### config.mk
export PLATFORM = sky130hd
export DESIGN_NAME = hd44780_panel_rx
export DESIGN_NICKNAME = d
export VERILOG_FILES = /design/src/rtl/hd44780_pkg.sv /design/src/rtl/hd44780_nibble_asm.sv /design/src/rtl/hd44780_panel_rx.sv
export SDC_FILE = /design/constraint.sdc
export NUM_CORES = 1
export LEC_CHECK = 0
export CAP_MARGIN = 20
export CORE_MARGIN = 5
export CORE_UTILIZATION = 40
export CTS_CLUSTER_SIZE = 8
export DETAILED_ROUTE_END_ITERATION = 16
export GPL_TIMING_DRIVEN = 0
export HOLD_SLACK_MARGIN = 0.08
export SYNTH_ARGS = -nofsm -noshare
export SYNTH_HDL_FRONTEND = slang
export SYNTH_HIERARCHICAL = 1
export SYNTH_SLANG_ARGS = --single-unit
### constraint.sdc
create_clock -name clk -period 9.86 [get_ports clk]
set_input_delay 1.479 -clock clk [delete_from_list [all_inputs] [get_ports clk]]
set_output_delay 1.479 -clock clk [all_outputs]
set_load 0.02 [all_outputs]
### src/rtl/hd44780_pkg.sv
// hd44780_pkg
// Shared HD44780 definitions for the panel responder and the host-side driver:
// instruction opcode masks, DDRAM line start addresses, default line width,
// bus mode FSM encoding, RAM select, and the address-counter step helper.
package hd44780_pkg;

   localparam int unsigned LINE_WIDTH = 16;

   localparam logic [7:0] OP_CLEAR   = 8'h01;
   localparam logic [7:0] OP_HOME    = 8'h02;
   localparam logic [7:0] OP_ENTRY   = 8'h04;
   localparam logic [7:0] OP_DISPCTL = 8'h08;
   localparam logic [7:0] OP_SHIFT   = 8'h10;
   localparam logic [7:0] OP_FUNCSET = 8'h20;
   localparam logic [7:0] OP_CGRAM   = 8'h40;
   localparam logic [7:0] OP_DDRAM   = 8'h80;

   localparam logic [6:0] LINE0_ADDR = 7'h00;
   localparam logic [6:0] LINE1_ADDR = 7'h40;
   localparam logic [6:0] LINE2_ADDR = 7'h10;
   localparam logic [6:0] LINE3_ADDR = 7'h50;
   localparam logic [3:0][6:0] LINE_START = {LINE3_ADDR, LINE2_ADDR, LINE1_ADDR, LINE0_ADDR};

   typedef enum logic [1:0] {
      MODE_BYTE8,
      MODE_NIB_HI,
      MODE_NIB_LO
   } mode_t;

   typedef enum logic {
      RAM_DD,
      RAM_CG
   } ram_sel_t;

   // DDRAM address counter step with the controller's wrap points.
   function automatic logic [6:0] ac_step(input logic [6:0] ac, input logic inc,
                                          input logic two_line);
      logic [6:0] nxt;
      if (two_line) begin
         if (inc)
            nxt = (ac == 7'h27) ? 7'h40 : (ac == 7'h67) ? 7'h00 : ac + 7'd1;
         else
            nxt = (ac == 7'h00) ? 7'h67 : (ac == 7'h40) ? 7'h27 : ac - 7'd1;
      end else begin
         if (inc)
            nxt = (ac == 7'h4F) ? 7'h00 : ac + 7'd1;
         else
            nxt = (ac == 7'h00) ? 7'h4F : ac - 7'd1;
      end
      return nxt;
   endfunction

endpackage

### src/rtl/hd44780_nibble_asm.sv
// hd44780_nibble_asm
// Synchronises the asynchronous E/RS/DB bus, detects E falling edges and
// assembles nibbles into bytes according to the current bus mode.
// Ports:
//   clk, rst        clock, asynchronous active-low reset
//   lcd_e/rs/db     raw HD44780 bus inputs
//   strobe          1-cycle pulse on each synchronised E falling edge
//   byte_vld        1-cycle pulse, byte completed (1 cycle after strobe)
//   byte_rs         RS of the completed byte (high-nibble RS in 4-bit mode)
//   byte_data       completed byte
//   rs_mismatch     pulse with byte_vld when low-nibble RS differed
module hd44780_nibble_asm
   import hd44780_pkg::*;
(
   input  logic       clk,
   input  logic       rst,
   input  logic       lcd_e,
   input  logic       lcd_rs,
   input  logic [3:0] lcd_db,
   output logic       strobe,
   output logic       byte_vld,
   output logic       byte_rs,
   output logic [7:0] byte_data,
   output logic       rs_mismatch
);

   logic       e_s1, e_s2, e_s3;
   logic       rs_s1, rs_s2;
   logic [3:0] db_s1, db_s2;
   logic [3:0] hi_nib;
   logic       hi_rs;
   mode_t      mode;

   always_ff @(posedge clk or negedge rst) begin
      if (!rst) begin
         e_s1  <= 1'b0;
         e_s2  <= 1'b0;
         e_s3  <= 1'b0;
         rs_s1 <= 1'b0;
         rs_s2 <= 1'b0;
         db_s1 <= '0;
         db_s2 <= '0;
      end else begin
         e_s1  <= lcd_e;
         e_s2  <= e_s1;
         e_s3  <= e_s2;
         rs_s1 <= lcd_rs;
         rs_s2 <= rs_s1;
         db_s1 <= lcd_db;
         db_s2 <= db_s1;
      end
   end

   assign strobe = e_s3 & ~e_s2;

   // Function set is 001x_xxxx with RS=0; DL is bit 4 (bit 0 of the high nibble).
   always_ff @(posedge clk or negedge rst) begin
      if (!rst) begin
         mode        <= MODE_BYTE8;
         hi_nib      <= '0;
         hi_rs       <= 1'b0;
         byte_vld    <= 1'b0;
         byte_rs     <= 1'b0;
         byte_data   <= '0;
         rs_mismatch <= 1'b0;
      end else begin
         byte_vld    <= 1'b0;
         rs_mismatch <= 1'b0;
         if (strobe) begin
            case (mode)
               MODE_BYTE8: begin
                  byte_data <= {db_s2, 4'b0000};
                  byte_rs   <= rs_s2;
                  byte_vld  <= 1'b1;
                  if (!rs_s2 && db_s2 == 4'b0010)
                     mode <= MODE_NIB_HI;
               end
               MODE_NIB_HI: begin
                  hi_nib <= db_s2;
                  hi_rs  <= rs_s2;
                  mode   <= MODE_NIB_LO;
               end
               MODE_NIB_LO: begin
                  byte_data   <= {hi_nib, db_s2};
                  byte_rs     <= hi_rs;
                  byte_vld    <= 1'b1;
                  rs_mismatch <= (rs_s2 != hi_rs);
                  if (!hi_rs && hi_nib == 4'b0011)
                     mode <= MODE_BYTE8;
                  else
                     mode <= MODE_NIB_HI;
               end
               default: mode <= MODE_BYTE8;
            endcase
         end
      end
   end

endmodule

### src/rtl/hd44780_panel_rx.sv
// hd44780_panel_rx
// LCD-side responder for the HD44780 parallel bus. Decodes instructions,
// tracks the DDRAM address counter and display configuration, and mirrors
// written characters into a 4-line shadow buffer with an independent read port.
// Ports:
//   clk, rst            clock, asynchronous active-low reset
//   lcd_e/rs/db         HD44780 bus (E asynchronous to clk)
//   rd_addr / rd_data   shadow buffer read, 1-cycle latency
//   ac                  DDRAM address counter
//   four_bit, two_line, disp_on, cursor_on, blink_on, entry_inc  config bits
//   byte_vld/rs/data    completed byte report
//   busy                emulated busy flag
//   viol                1-cycle pulse on protocol/timing violation
module hd44780_panel_rx
   import hd44780_pkg::*;
#(
   parameter int unsigned LINE_WIDTH        = hd44780_pkg::LINE_WIDTH,
   parameter int unsigned CMD_BUSY_CYCLES   = 20,
   parameter int unsigned CLEAR_BUSY_CYCLES = 410
) (
   input  logic       clk,
   input  logic       rst,
   input  logic       lcd_e,
   input  logic       lcd_rs,
   input  logic [3:0] lcd_db,
   input  logic [5:0] rd_addr,
   output logic [7:0] rd_data,
   output logic [6:0] ac,
   output logic       four_bit,
   output logic       two_line,
   output logic       disp_on,
   output logic       cursor_on,
   output logic       blink_on,
   output logic       entry_inc,
   output logic       byte_vld,
   output logic       byte_rs,
   output logic [7:0] byte_data,
   output logic       busy,
   output logic       viol
);

   localparam int unsigned DEPTH = 4 * LINE_WIDTH;
   localparam int unsigned TMR_W = $clog2(CLEAR_BUSY_CYCLES + 1);
   localparam logic [6:0]  LW7   = 7'(LINE_WIDTH);

   logic             strobe;
   logic             rs_mismatch;
   ram_sel_t         ram_sel;
   logic [TMR_W-1:0] tmr;
   logic             clr_active;
   logic [5:0]       clr_idx;
   logic             pend_vld;
   logic             pend_rs;
   logic [7:0]       pend_data;
   logic [7:0]       mem [DEPTH];

   logic             exec_vld;
   logic             exec_rs;
   logic [7:0]       exec_data;
   logic             is_slow;
   logic             map_ok;
   logic [5:0]       map_idx;
   logic [6:0]       off;
   logic             wr_en;
   logic [5:0]       wr_addr;
   logic [7:0]       wr_data;

   hd44780_nibble_asm u_asm (
      .clk         (clk),
      .rst         (rst),
      .lcd_e       (lcd_e),
      .lcd_rs      (lcd_rs),
      .lcd_db      (lcd_db),
      .strobe      (strobe),
      .byte_vld    (byte_vld),
      .byte_rs     (byte_rs),
      .byte_data   (byte_data),
      .rs_mismatch (rs_mismatch)
   );

   assign busy = (tmr != '0) || clr_active;

   // A pending byte always executes before a freshly completed one.
   always_comb begin
      exec_vld  = !clr_active && (pend_vld || byte_vld);
      exec_rs   = pend_vld ? pend_rs : byte_rs;
      exec_data = pend_vld ? pend_data : byte_data;
      is_slow   = !byte_rs && (byte_data[7:2] == 6'b0) && (byte_data[1:0] != 2'b0);
   end

   // Modular subtraction keeps the range test to a single compare per line.
   always_comb begin
      map_ok  = 1'b0;
      map_idx = '0;
      off     = '0;
      for (int unsigned l = 0; l < 4; l++) begin
         off = ac - LINE_START[l[1:0]];
         if (!map_ok && off < LW7) begin
            map_ok  = 1'b1;
            map_idx = 6'(l * LINE_WIDTH) + off[5:0];
         end
      end
   end

   always_comb begin
      wr_en   = clr_active || (exec_vld && exec_rs && ram_sel == RAM_DD && map_ok);
      wr_addr = clr_active ? clr_idx : map_idx;
      wr_data = clr_active ? 8'h20 : exec_data;
   end

   always_ff @(posedge clk) begin
      if (wr_en)
         mem[wr_addr] <= wr_data;
   end

   always_ff @(posedge clk or negedge rst) begin
      if (!rst)
         rd_data <= '0;
      else
         rd_data <= mem[rd_addr];
   end

   always_ff @(posedge clk or negedge rst) begin
      if (!rst) begin
         ac         <= '0;
         four_bit   <= 1'b0;
         two_line   <= 1'b0;
         disp_on    <= 1'b0;
         cursor_on  <= 1'b0;
         blink_on   <= 1'b0;
         entry_inc  <= 1'b1;
         ram_sel    <= RAM_DD;
         tmr        <= '0;
         clr_active <= 1'b1;
         clr_idx    <= '0;
         pend_vld   <= 1'b0;
         pend_rs    <= 1'b0;
         pend_data  <= '0;
         viol       <= 1'b0;
      end else begin
         viol <= (strobe && busy) || rs_mismatch || (byte_vld && pend_vld && clr_active);

         if (byte_vld)
            tmr <= is_slow ? TMR_W'(CLEAR_BUSY_CYCLES) : TMR_W'(CMD_BUSY_CYCLES);
         else if (tmr != '0)
            tmr <= tmr - 1'b1;

         if (byte_vld && (clr_active || pend_vld)) begin
            pend_vld  <= 1'b1;
            pend_rs   <= byte_rs;
            pend_data <= byte_data;
         end else if (exec_vld && pend_vld) begin
            pend_vld <= 1'b0;
         end

         if (clr_active) begin
            clr_idx <= clr_idx + 6'd1;
            if (clr_idx == 6'(DEPTH - 1)) begin
               clr_active <= 1'b0;
               ac         <= '0;
               entry_inc  <= 1'b1;
               ram_sel    <= RAM_DD;
            end
         end else if (exec_vld) begin
            if (exec_rs) begin
               ac <= ac_step(ac, entry_inc, two_line);
            end else if (|(exec_data & OP_DDRAM)) begin
               ac      <= exec_data[6:0];
               ram_sel <= RAM_DD;
            end else if (|(exec_data & OP_CGRAM)) begin
               ram_sel <= RAM_CG;
            end else if (|(exec_data & OP_FUNCSET)) begin
               four_bit <= ~exec_data[4];
               two_line <= exec_data[3];
            end else if (|(exec_data & OP_SHIFT)) begin
               if (!exec_data[3])
                  ac <= ac_step(ac, exec_data[2], two_line);
            end else if (|(exec_data & OP_DISPCTL)) begin
               disp_on   <= exec_data[2];
               cursor_on <= exec_data[1];
               blink_on  <= exec_data[0];
            end else if (|(exec_data & OP_ENTRY)) begin
               entry_inc <= exec_data[1];
            end else if (|(exec_data & OP_HOME)) begin
               ac <= '0;
            end else if (|(exec_data & OP_CLEAR)) begin
               clr_active <= 1'b1;
               clr_idx    <= '0;
            end
         end
      end
   end

endmodule
; After elaboration in Yosys (flattened, before gate mapping)
; Memory sizes are Yosys's and may differ from the RTL's. A register that Yosys moved wholly into a read port is not among the register bits.
; Index checks and enable logic that the tools add are counted.
; W data, S select, Z words.
[word_totals]
out_inout_bits = 33
ramBits = 512
regBits = 72
romBits = 0
n_memories = 1
latch_bits = 0
input_bits = 14
word_cells = 221
[mem_list]
columns = memory, depth, width, rd, rd_ports_with_merged_regs, write_ports, line
row1 = mem, 64, 8, 1, 1, 1, hd44780_panel_rx.sv:55  ; logic [7:0] mem [DEPTH];
[classes]
muxes = 91
n_reduce_logical = 53
mul = 0
n_eq_ne = 24
div = 0
n_addsub = 10
n_shift = 0
bitwise = 9
order_cmp = 4
[ops]
columns = cell, n
row1 = $mux W7, 24
row2 = $mux W6, 16
row3 = $mux W1, 42
row4 = $lt A7 B5 Y1 const B, 4
row5 = $mux W9, 3
row6 = $eq A7 B7 Y1 const B, 3
row7 = $logic_and A1 B1 Y1, 16
row8 = $mux W8, 2
row9 = $ne A2 B2 Y1 const B, 8
row10 = $pmux W8 S2, 1
row11 = $reduce_bool A2 Y1, 7
row12 = $sub A7 B7 Y7 const B, 2
row13 = $add A6 B6 Y6 const A, 2
row14 = $ne A4 B3 Y1 const B, 3
row15 = $reduce_and A10 Y1, 1
row16 = $reduce_and A9 Y1, 1
row17 = $reduce_bool A9 Y1, 1
row18 = $sub A9 B1 Y9 const B, 1
row19 = $eq A4 B2 Y1 const B, 2
row20 = $logic_not A1 Y1, 8
row21 = $not A1 Y1, 8
row22 = $reduce_and A8 Y1, 1
row23 = $add A7 B1 Y7 const B, 1
row24 = $eq A7 B6 Y1 const B, 1
row25 = 25 further kinds, 33

; Longest topological paths before layout
; Gate-level depths: netlist of the first run.
[logic_depth]
ltp_word = 15
mapped_depth = 9
depth_no_buf = 8

; Modules after synthesis
; The synthesis of the first run kept the hierarchy.
[by_module_without_submodules]
columns = module, seq_area_each_um2, cells_per_inst, area_each_um2, instances
row1 = hd44780_panel_rx, 16603.4, 1226, 23072.1, 1
row2 = hd44780_nibble_asm, 775.7, 80, 1114.8, 1

; Worst setup path after synthesis of the first run
; OpenSTA, ideal clock, no wires.
[synth_path]
path_type = input to register
startpoint = input rd_addr[1]
endpoint = register rd_data[0] (read register of mem)
setup_ps = 127
required_ps = 9733
path_slack_ps = 6472
t_arrival_ps = 3261
path_buffers = 3
stages = 7
path_cell_list = buf_2 > buf_2 > clkbuf_1 > mux4_2 > mux4_2 > a22oi_1 > nand3_1
[synth_rtl]
columns = element, line
row1 = start: declaration, hd44780_panel_rx.sv:26  ; input logic [5:0] rd_addr,
row2 = end: declaration, hd44780_panel_rx.sv:27  ; output logic [7:0] rd_data,

; Worst setup path after layout of the first run
[layout_path]
startpoint = register clr_active
endpoint = output busy
[layout_between]
elab_chain_len = 1
[layout_rtl]
columns = element, line
row1 = start: declaration, hd44780_panel_rx.sv:50  ; logic clr_active;
row2 = start signal: assignment, hd44780_panel_rx.sv:134  ; clr_active <= 1'b1;
row3 = start signal: assignment, hd44780_panel_rx.sv:159  ; clr_active <= 1'b0;
row4 = start signal: assignment, hd44780_panel_rx.sv:187  ; clr_active <= 1'b1;
row5 = $logic_or A1 B1 Y1, hd44780_panel_rx.sv:81  ; assign busy = (tmr != '0) || clr_active;
row6 = end: declaration, hd44780_panel_rx.sv:38  ; output logic busy,
; No other way between the ends.

==> results of run 1 <==
## worst min path at each step
stage | end | depth (start not counted) | slack (ps)
final | u_asm/db_s2[2]$_DFF_PN0_ | 0 | 340
after global routing | u_asm/db_s2[2]$_DFF_PN0_ | 0 | 350
after CTS | u_asm/rs_s2$_DFF_PN0_ | 0 | 340
after detailed placement | u_asm/rs_s2$_DFF_PN0_ | 0 | 330
after global placement | u_asm/db_s2[2]$_DFF_PN0_ | 0 | 330
after floorplan | u_asm/db_s2[0]$_DFF_PN0_ | 0 | 330
## cell type report
cell class,instances,area (µm²),share of cell area [%]
sequential,592,17400,61.8
multi-input combinational,629,6440,22.9
clock buffer,119,2230,7.95
tap,782,978,3.48
timing repair buffer,50,603,2.15
buffer,64,329,1.17
inverter,21,78.8,0.280
clock inverter,5,62.6,0.223
## per-stage QoR
step                cells  cell area, µm²  hold slack [ps]
floorplan            1306           24200              331
global placement     2129           25600              332
detailed placement   2138           25800              335
CTS                  2262           28100              345
global route         2262           28100              353
finish               2262           28100              341
## worst max-delay path, delay by kind of cell, from the launching register on
kind | cells | cell delay [ps]
buffers and inverters | 4 | 2160
flip-flops | 1 | 630
AND/OR/NAND/NOR | 1 | 230
## cells in the mapped netlist, types with 3 or more instances
cell       number
o31ai_1         4
o21a_1          3
nor2_1        116
or2_2           3
a211oi_1        6
inv_1          20
nor2b_1        15
nor4_1          5
o21ai_0        29
or3_1           6
mux2i_1        20
nand2b_1        7
mux2_2         22
clkbuf_1       33
mux4_2        160
o221ai_1        3
ha_1            9
buf_2          14
dfrtp_1        78
a31oi_1        11
o211a_1         3
buf_4           3
nor3_1         11
nand3_1        27
and2_1          4
edfxtp_1      512
o31a_1          4
a2111oi_0       3
a21oi_1        23
o22ai_1         4
a22oi_1         5
buf_1           6
buf_6           8
xnor2_1         8
nand2_1        66
xor2_1          7
o21ai_1         4
## registers in the layout, indices dropped and copies added (netlist names), 2 cells and up
register	flops
pend_data	8
u_asm/byte_data	8
u_asm/db_s1	4
clr_idx	6
tmr	9
mem	512
rd_data	8
u_asm/db_s2	4
u_asm/hi_nib	4
u_asm/mode	2
ac	7
## kinds of logic after synthesis
logic type	count (synthesis)
flip-flops	592
AND/OR/NAND/NOR	277
multiplexers	202
AO/OA/AOI/OAI	126
buffers and inverters	85
XOR/XNOR	15
adder cells (fa/ha/maj)	9
## per-layer routing
layer	vias up	share of wire, %	wire, µm
li1	5518	-	-
met1	6672	44	24900
met2	467	48	27000
met3	80	5.7	3190
met4	0	2.4	1330
met5	-	0	0
## report_power, final
| group | switching, mW | internal (mW) |
|---|---|---|
| registers | 0.0893 | 2.94 |
| logic | 0.761 | 0.397 |
| clock network | 1.01 | 1.55 |
==> impl_metrics.py, run 1 <==
metrics = {
    "synth": {
        "synth.area.top_cells": "edfxtp_1, mux4_2, dfrtp_1",
        "synthMuxAreaShare_pct": 16.8,
        "synth_top_area_share_pct": 63.6,
        "async_flop_share_pct": 13.5,
        "mappedNetlistNets": 1329,
        "yosysTopAreaCell": "edfxtp_1",
        "ys_ff_latch": 592,
        "synth_compound_gate_area_share_pct": 3.48,
        "synthCells": 1306,
        "synth_warnings": 6,
        "synthAdderAreaFrac_pct": 0.466,
        "avgSynthCellArea_um2": 18.5,
        "synthXorXnorAreaFrac_pct": 0.543,
        "synth_flop_cell": "edfxtp_1",
        "synth_simple_gate_area_share_pct": 5.22,
        "synth_top_family_by_area": "multiplexers",
        "ys_seq_area_share_pct": 71.9,
        "netlist_area_um2": 24200,
        "synth_cell_type_count": 68,
        "synth_edf_count": 512,
    },
    "drt": {
        "post-route-drc-count": 0,
        "routedWlPerCell_um": 24.9,
        "viasPerCell": 5.63,
        "drt-pass1-iter-count": 5,
        "routed_wl_mm": 56.4,
        "drtAntennaViolNets": 0,
        "first_iter_violations": 1246,
        "dr_total_vias": 12700,
    },
    "clocking": {
        "worstSkewPairLatency_ps": 610,
        "clock_sinks": 592,
        "cts_max_level": 3,
        "post_cts_resize_count": 0,
        "postCtsSetupRepairBufs": 0,
        "root_buffer": "clkbuf_16",
        "clockBufferDepth": 3,
        "clk_pin_slew_worst_paths_ps": 60,
        "postCtsHoldBufs": 0,
        "cts_tree": "yes",
        "cts_made_buffers": 83,
    },
    "finish": {
        "finalNetCount": 1464,
        "antennaDiodeCount": 0,
        "nFillCells": 5107,
        "layout_common_cells": "edfxtp_1, mux4_2, nor2_1",
        "final_common_cell": "edfxtp_1",
        "final_util_pct": 46.7,
        "drive_above_1_share_pct": 22.3,
        "syn2layout_area_growth_pct": 16.2,
    },
    "hold_path": {
        "hold_path_startpoint": "u_asm/db_s1[2]$_DFF_PN0_",
        "hold_path_class": "reg -> reg",
    },
    "floorplan": {
        "fp.dieW_um": 256,
        "dieArea_um2": 65500,
        "core_area_um2": 60100,
        "initial_core_util_pct": 40.2,
        "fp-row-count": 90,
        "die_h_um": 256,
        "io-pin-count": 47,
    },
    "global_route": {
        "grt_pass1_vias": 13100,
        "met2_usage_pct": 26.9,
        "grt_busiest_layer": "met2",
        "grt_pass1_wl_mm": 85.6,
        "antenna_found_initial": 1,
        "grt_use_met3_pct": 3.03,
        "use_met1_pct": 25.1,
        "grt_usage_pct": 17.3,
        "overflow": 0,
        "grt_max_degree": 49,
    },
    "worst_setup_path": {
        "critPathRequiredTime_ps": 8380,
        "ff2ff_path_depth": 8,
        "path_class": "reg -> out",
        "crit_fanout": 10,
        "endpoint": "busy",
        "slowest_stage": "clkbuf_1",
        "crit_top_cell": "clkbuf_1",
        "crit_path_start_kind": "flop",
        "timing.reg2reg.setup_slack_ps": 5330,
        "cp_slowest_stage_delay_ps": 650,
        "crit_start": "clr_active$_DFF_PN1_",
        "crit_path_cell_trace": "clkbuf_1 > buf_1 > clkbuf_1 > or3_1 > clkdlybuf4s50_1",
        "r2r_end": "mem[15][7]$_DFFE_PP_",
        "worstSetupEndpointType": "primary output",
        "critPathArrivalTime_ps": 3640,
        "r2r-start": "ac[4]$_DFFE_PN0P_",
    },
    "placed_design": {
        "hpwlAfterDp_mm": 37.3,
        "preCtsSetupSlack_ps": 5270,
        "place_congestion": 0.846,
        "portBuffers": 41,
    },
    "sta": {
        "period_needed_ps": 5120,
        "fmax_mhz": 195,
        "post-route-period-util_pct": 51.9,
        "rsz0062_at_grt": "no",
        "setup_tns_ps": 0,
        "worst_slack_ps": 4740,
        "setup_violations": 0,
        "finClkSkew_ps": 21.0,
        "slew-limit-headroom_pct": 31.7,
        "tightest_slew_ps": 1030,
        "hold_viol_final": 0,
        "slew_viol_final": 0,
    },
    "power_and_ir_drop": {
        "ir_drop_mv": 0.149,
        "p_per_area_nw_per_um2": 240,
        "leakage_nw": 9.39,
        "p_total_mw": 6.75,
    },
    "run": {
        "max_cap_viol_count": 0,
    },
    "run_status": {
        "status": "finished, final reports clean",
    },
}
Note: power is estimated with default switching activity, not from simulation.
==> run 2, diff against run 1 <==
==> constraint.sdc (replaced) <==
create_clock -name clk -period 4.6 [get_ports clk]
set_input_delay 0.69 -clock clk [delete_from_list [all_inputs] [get_ports clk]]
set_output_delay 0.69 -clock clk [all_outputs]
set_load 0.02 [all_outputs]
==> impl_metrics.py, run 2 (synthesis results as in run 1) <==
metrics = {
    "drt": {
        "viasPerCell": 5.65,
        "routed_wl_mm": 56.4,
        "drt-pass1-iter-count": 5,
        "post-route-drc-count": 0,
        "drtAntennaViolNets": 0,
        "first_iter_violations": 1311,
        "dr_total_vias": 12800,
        "routedWlPerCell_um": 24.9,
    },
    "sta": {
        "setup_violations": 0,
        "period_needed_ps": 4420,
        "worst_slack_ps": 176,
        "slew_viol_final": 0,
        "tightest_slew_ps": 1030,
        "post-route-period-util_pct": 96.2,
        "finClkSkew_ps": 17.6,
        "setup_tns_ps": 0,
        "fmax_mhz": 226,
        "slew-limit-headroom_pct": 31.2,
        "rsz0062_at_grt": "yes",
        "hold_slack_ps": 82.5,
        "hold_viol_final": 0,
    },
    "finish": {
        "finalNetCount": 1464,
        "final_util_pct": 46.8,
        "layout.cells.non_filler": 2262,
        "final_common_cell": "edfxtp_1",
        "drive_above_1_share_pct": 23.0,
        "regMostFlops": "mem",
        "antennaDiodeCount": 0,
        "reg.largest.list": "mem (512), tmr (9)",
        "syn2layout_area_growth_pct": 16.3,
        "largest_reg_flops": 512,
        "layout_common_cells": "edfxtp_1, mux4_2, nor2_1",
    },
    "worst_setup_path": {
        "path_class": "reg -> reg",
        "cp_slowest_stage_delay_ps": 900,
        "critPathBufInv": 2,
        "slowest_stage": "nor2_1",
        "worstSetupEndpointType": "flop",
        "critPathArrivalTime_ps": 4650,
        "critPathRequiredTime_ps": 4820,
        "crit_fanout": 10,
        "crit_family": "simple AND/OR/NAND/NOR gates",
        "crit_path_start_kind": "flop",
        "crit_path_cell_trace": "clkbuf_1 > inv_1 > ha_1 > nor2b_1 > or2_2 > o31ai_1 > nand3_1 > nor2_1",
    },
    "global_route": {
        "antenna_found_initial": 1,
        "overflow": 0,
        "grt_pass1_wl_mm": 85.6,
        "grt_max_degree": 49,
        "grt_pass1_vias": 13100,
        "grt_usage_pct": 17.3,
    },
    "clocking": {
        "cts_made_buffers": 83,
        "cts_tree": "yes",
        "cts_max_level": 3,
        "clk_pin_slew_worst_paths_ps": 50,
        "clock_sinks": 592,
        "clockBufferDepth": 3,
        "worstSkewPairLatency_ps": 610,
        "root_buffer": "clkbuf_16",
        "postCtsSetupRepairBufs": 0,
    },
    "floorplan": {
        "core_area_um2": 60100,
        "initial_core_util_pct": 40.2,
        "io-pin-count": 47,
        "fp-row-count": 90,
        "dieArea_um2": 65500,
        "fp.dieW_um": 256,
        "die_h_um": 256,
    },
    "placed_design": {
        "preCtsSetupSlack_ps": 225,
        "hpwlAfterDp_mm": 37.3,
        "placed_cells": 2138,
        "portBuffers": 41,
        "place_congestion": 0.846,
    },
    "run": {
        "max_cap_viol_count": 0,
    },
    "power_and_ir_drop": {
        "p_per_area_nw_per_um2": 514,
        "ir_drop_mv": 0.320,
        "leakage_nw": 9.39,
    },
    "run_status": {
        "status": "finished, final reports clean",
    },
    "hold_path": {
        "hold_path_class": "in -> async",
    },
}
[run 2: cell counts in the layout (fill, tap and decap cells not counted)]
Identical to the previous run, type by type.
[run 2: worst paths after layout]
check                                      endpoint  cells after the start                     start  slack [ps]
max reg2reg                    mem[47][5]$_DFFE_PP_                      8         ac[4]$_DFFE_PN0P_         180
min                        u_asm/db_s1[1]$_DFF_PN0_                      1                       rst          80
min reg2reg                u_asm/db_s2[2]$_DFF_PN0_                      0  u_asm/db_s1[2]$_DFF_PN0_         340
max                            mem[47][5]$_DFFE_PP_                      8         ac[4]$_DFFE_PN0P_         180
max in group asynchronous     entry_inc$_DFFE_PN1P_                      2                       rst        3850
min in group clk           u_asm/db_s2[2]$_DFF_PN0_                      0  u_asm/db_s1[2]$_DFF_PN0_         340
[run 2: per-layer routing]
layer | vias to the layer above | GRT usage (%) | routed length, µm
met5 | - | 0 | 0
met3 | 75 | 3.03 | 3270
met4 | 0 | 5.46 | 1250
met1 | 6714 | 25.1 | 24800
met2 | 478 | 26.9 | 27100
li1 | 5516 | - | -
[run 2: metrics by stage]
step	cell area (µm²)	power [mW]
after detailed placement	25800	9.06
after CTS	28100	14.6
final	28100	14.5
after global placement	25600	8.95
after global routing	28100	15.0
after floorplan	24200	8.05
[run 2: area by class of cell]
class / instances / area [µm²]
Multi-Input combinational cell: 629 / 6470
Buffer: 64 / 329
Clock inverter: 5 / 62.6
Sequential cell: 592 / 17400
Timing Repair Buffer: 50 / 603
Inverter: 21 / 78.8
Fill cell: 5105 / 32000
Clock buffer: 119 / 2230
Tap cell: 782 / 978
[run 2: power breakdown]
part	switching [mW]	internal (mW)	total [mW]
combinational	1.64	0.850	2.49
clock	2.16	3.32	5.48
sequential	0.193	6.31	6.50
total	3.99	10.5	14.5
[run 2: worst reg2reg max path, cell delays in order, from the launching register on]
cell,delay [ps]
dfrtp_1,400
clkbuf_1,400
inv_1,230
ha_1,370
nor2b_1,70
or2_2,330
o31ai_1,560
nand3_1,770
nor2_1,920
[run 2: what timing repair did]
item                       in CTS  in global routing
resized for setup               0                 11
setup endpoints to repair       0                120
hold buffers                    0                  0
==> run 3, diff against run 2 <==
--- a/config.mk
+++ b/config.mk
@@ -7,7 +7,7 @@
 export LEC_CHECK = 0
 export CAP_MARGIN = 20
 export CORE_MARGIN = 5
-export CORE_UTILIZATION = 40
+export CORE_UTILIZATION = 37
 export CTS_CLUSTER_SIZE = 8
 export DETAILED_ROUTE_END_ITERATION = 16
 export GPL_TIMING_DRIVEN = 0
==> impl_metrics.py, run 3 (synthesis results as in run 1) <==
metrics = {
    "global_route": {
        "use_met1_pct": 23.2,
        "met2_usage_pct": 24.6,
        "grt_max_degree": 65,
        "grt_pass1_wl_mm": 85.5,
        "antenna_found_initial": 0,
        "grt_usage_pct": 16.0,
        "grt_busiest_layer": "met2",
        "grt_pass1_vias": 13100,
        "overflow": 0,
        "grt_use_met3_pct": 4.12,
    },
    "sta": {
        "tightest_slew_ps": 1120,
        "finClkSkew_ps": 41.0,
        "worst_slack_ps": 146,
        "slew_viol_final": 0,
        "hold_viol_final": 0,
        "fmax_mhz": 225,
        "post-route-period-util_pct": 96.8,
        "period_needed_ps": 4450,
        "rsz0062_at_grt": "yes",
        "setup_violations": 0,
        "slew-limit-headroom_pct": 23.1,
    },
    "clocking": {
        "root_buffer": "clkbuf_16",
        "clockBufferDepth": 3,
        "worstSkewPairLatency_ps": 620,
        "clock_sinks": 592,
        "cts_made_buffers": 83,
        "cts_tree": "yes",
        "postCtsSetupRepairBufs": 0,
        "cts_max_level": 3,
        "clk_pin_slew_worst_paths_ps": 60,
    },
    "finish": {
        "regMostFlops": "mem",
        "seq_area_um2": 17400,
        "nFillCells": 5542,
        "antennaDiodeCount": 0,
        "finalNetCount": 1465,
        "final_util_pct": 43.8,
        "reg.largest.list": "mem (512), tmr (9)",
        "final_common_cell": "edfxtp_1",
        "layout_common_cells": "edfxtp_1, mux4_2, nor2_1",
        "fin_area_um2": 28300,
        "drive_above_1_share_pct": 22.8,
        "syn2layout_area_growth_pct": 17.0,
        "largest_reg_flops": 512,
        "multi_input_area_um2": 6460,
    },
    "floorplan": {
        "core_area_um2": 64600,
        "dieArea_um2": 70600,
        "initial_core_util_pct": 37.5,
        "fp-row-count": 93,
        "fp.dieW_um": 266,
        "io-pin-count": 47,
        "die_h_um": 266,
    },
    "drt": {
        "drtAntennaViolNets": 0,
        "routedWlPerCell_um": 24.0,
        "routed_wl_mm": 56.2,
        "drt-pass1-iter-count": 5,
        "post-route-drc-count": 0,
        "first_iter_violations": 1261,
        "dr_total_vias": 12700,
        "viasPerCell": 5.45,
    },
    "worst_setup_path": {
        "timing.reg2reg.setup_slack_ps": 150,
        "crit_path_start_kind": "flop",
        "worstSetupEndpointType": "flop",
        "r2r-start": "ac[4]$_DFFE_PN0P_",
        "critPathRequiredTime_ps": 4820,
        "crit_start": "ac[4]$_DFFE_PN0P_",
        "r2r_end": "mem[37][4]$_DFFE_PP_",
        "ff2ff_path_depth": 8,
        "crit_path_cell_trace": "clkbuf_1 > inv_1 > ha_1 > nor2b_1 > or2_2 > o31ai_1 > nand3_1 > nor2_1",
        "endpoint": "mem[37][4]$_DFFE_PP_",
        "cp_slowest_stage_delay_ps": 910,
        "slowest_stage": "nor2_1",
        "path_class": "reg -> reg",
        "crit_fanout": 10,
        "critPathArrivalTime_ps": 4670,
    },
    "power_and_ir_drop": {
        "switchingPower_mw": 4.01,
        "swShare_pct": 27.6,
        "combPwrFrac_pct": 17.3,
        "ir_drop_mv": 0.334,
        "p_per_area_nw_per_um2": 513,
        "power_frac_seq_pct": 44.8,
        "leakage_nw": 9.42,
        "cellInternalPower_mw": 10.5,
        "clock_power_share_pct": 37.9,
    },
    "hold_path": {
        "hold_path_class": "reg -> reg",
    },
    "placed_design": {
        "hpwlAfterDp_mm": 37.4,
        "place_congestion": 0.931,
        "preCtsSetupSlack_ps": 214,
        "portBuffers": 41,
        "post_dp_cell_area_um2": 25900,
    },
    "run_status": {
        "status": "finished, final reports clean",
    },
    "run": {
        "max_cap_viol_count": 0,
    },
}
==> run 3: critical path: cells and delay by family (launching register included) <==
family | cells | cell delay (ps)
flip-flops | 1 | 390
AO/OA/AOI/OAI | 1 | 570
AND/OR/NAND/NOR | 4 | 2070
buffers and inverters | 2 | 650
adder cells (fa/ha/maj) | 1 | 380
==> run 3: power by group through the flow <==
stage	clock (mW)	combinational, mW	sequential [mW]
after floorplan	0	1.41	6.64
after global placement	0	2.34	6.65
after detailed placement	0	2.48	6.60
after CTS	5.64	2.49	6.50
after global routing	5.89	2.72	6.52
final	5.51	2.51	6.50
==> run 3: worst min-delay path by stage <==
stage | from | end | slack (ps) | cells past startpoint
after floorplan | u_asm/db_s1[0]$_DFF_PN0_ | u_asm/db_s2[0]$_DFF_PN0_ | 330 | 0
after global placement | u_asm/db_s1[0]$_DFF_PN0_ | u_asm/db_s2[0]$_DFF_PN0_ | 330 | 0
after detailed placement | u_asm/db_s1[1]$_DFF_PN0_ | u_asm/db_s2[1]$_DFF_PN0_ | 330 | 0
after CTS | u_asm/db_s1[1]$_DFF_PN0_ | u_asm/db_s2[1]$_DFF_PN0_ | 340 | 0
after global routing | u_asm/db_s1[1]$_DFF_PN0_ | u_asm/db_s2[1]$_DFF_PN0_ | 350 | 0
final | u_asm/db_s1[1]$_DFF_PN0_ | u_asm/db_s2[1]$_DFF_PN0_ | 340 | 0
==> run 3: routing by layer <==
layer | routed length, µm | vias to the layer above
met4 | 1150 | 0
met3 | 4360 | 84
met1 | 24400 | 6634
li1 | - | 5539
met2 | 26300 | 489
met5 | 0 | -
==> run 3: metrics by stage <==
step	std cells	total power [mW]	hold WS, ps	TNS, ps
2_1_floorplan	1306	8.05	331	0
3_3_place_gp	2202	8.98	332	-140280
3_5_place_dp	2211	9.08	335	0
4_1_cts	2340	14.6	341	0
5_1_grt	2340	15.1	345	-2080
6_report	2340	14.5	338	0
==> run 3: cell type report <==
cell class | count | area share [%]
repair buffers | 51 | 2.22
plain buffers | 64 | 1.16
clock inverters | 6 | 0.367
multi-input cells | 629 | 22.8
inverters | 21 | 0.279
well taps | 855 | 3.78
clock buffers | 122 | 7.93
flip-flops and latches | 592 | 61.4
==> run 3: repair_timing <==
action | CTS | global route
hold buffers | 1 | 0
resized for setup | 0 | 8
setup endpoints to repair | 0 | 64
endpoints found under the hold margin | 15 | 0
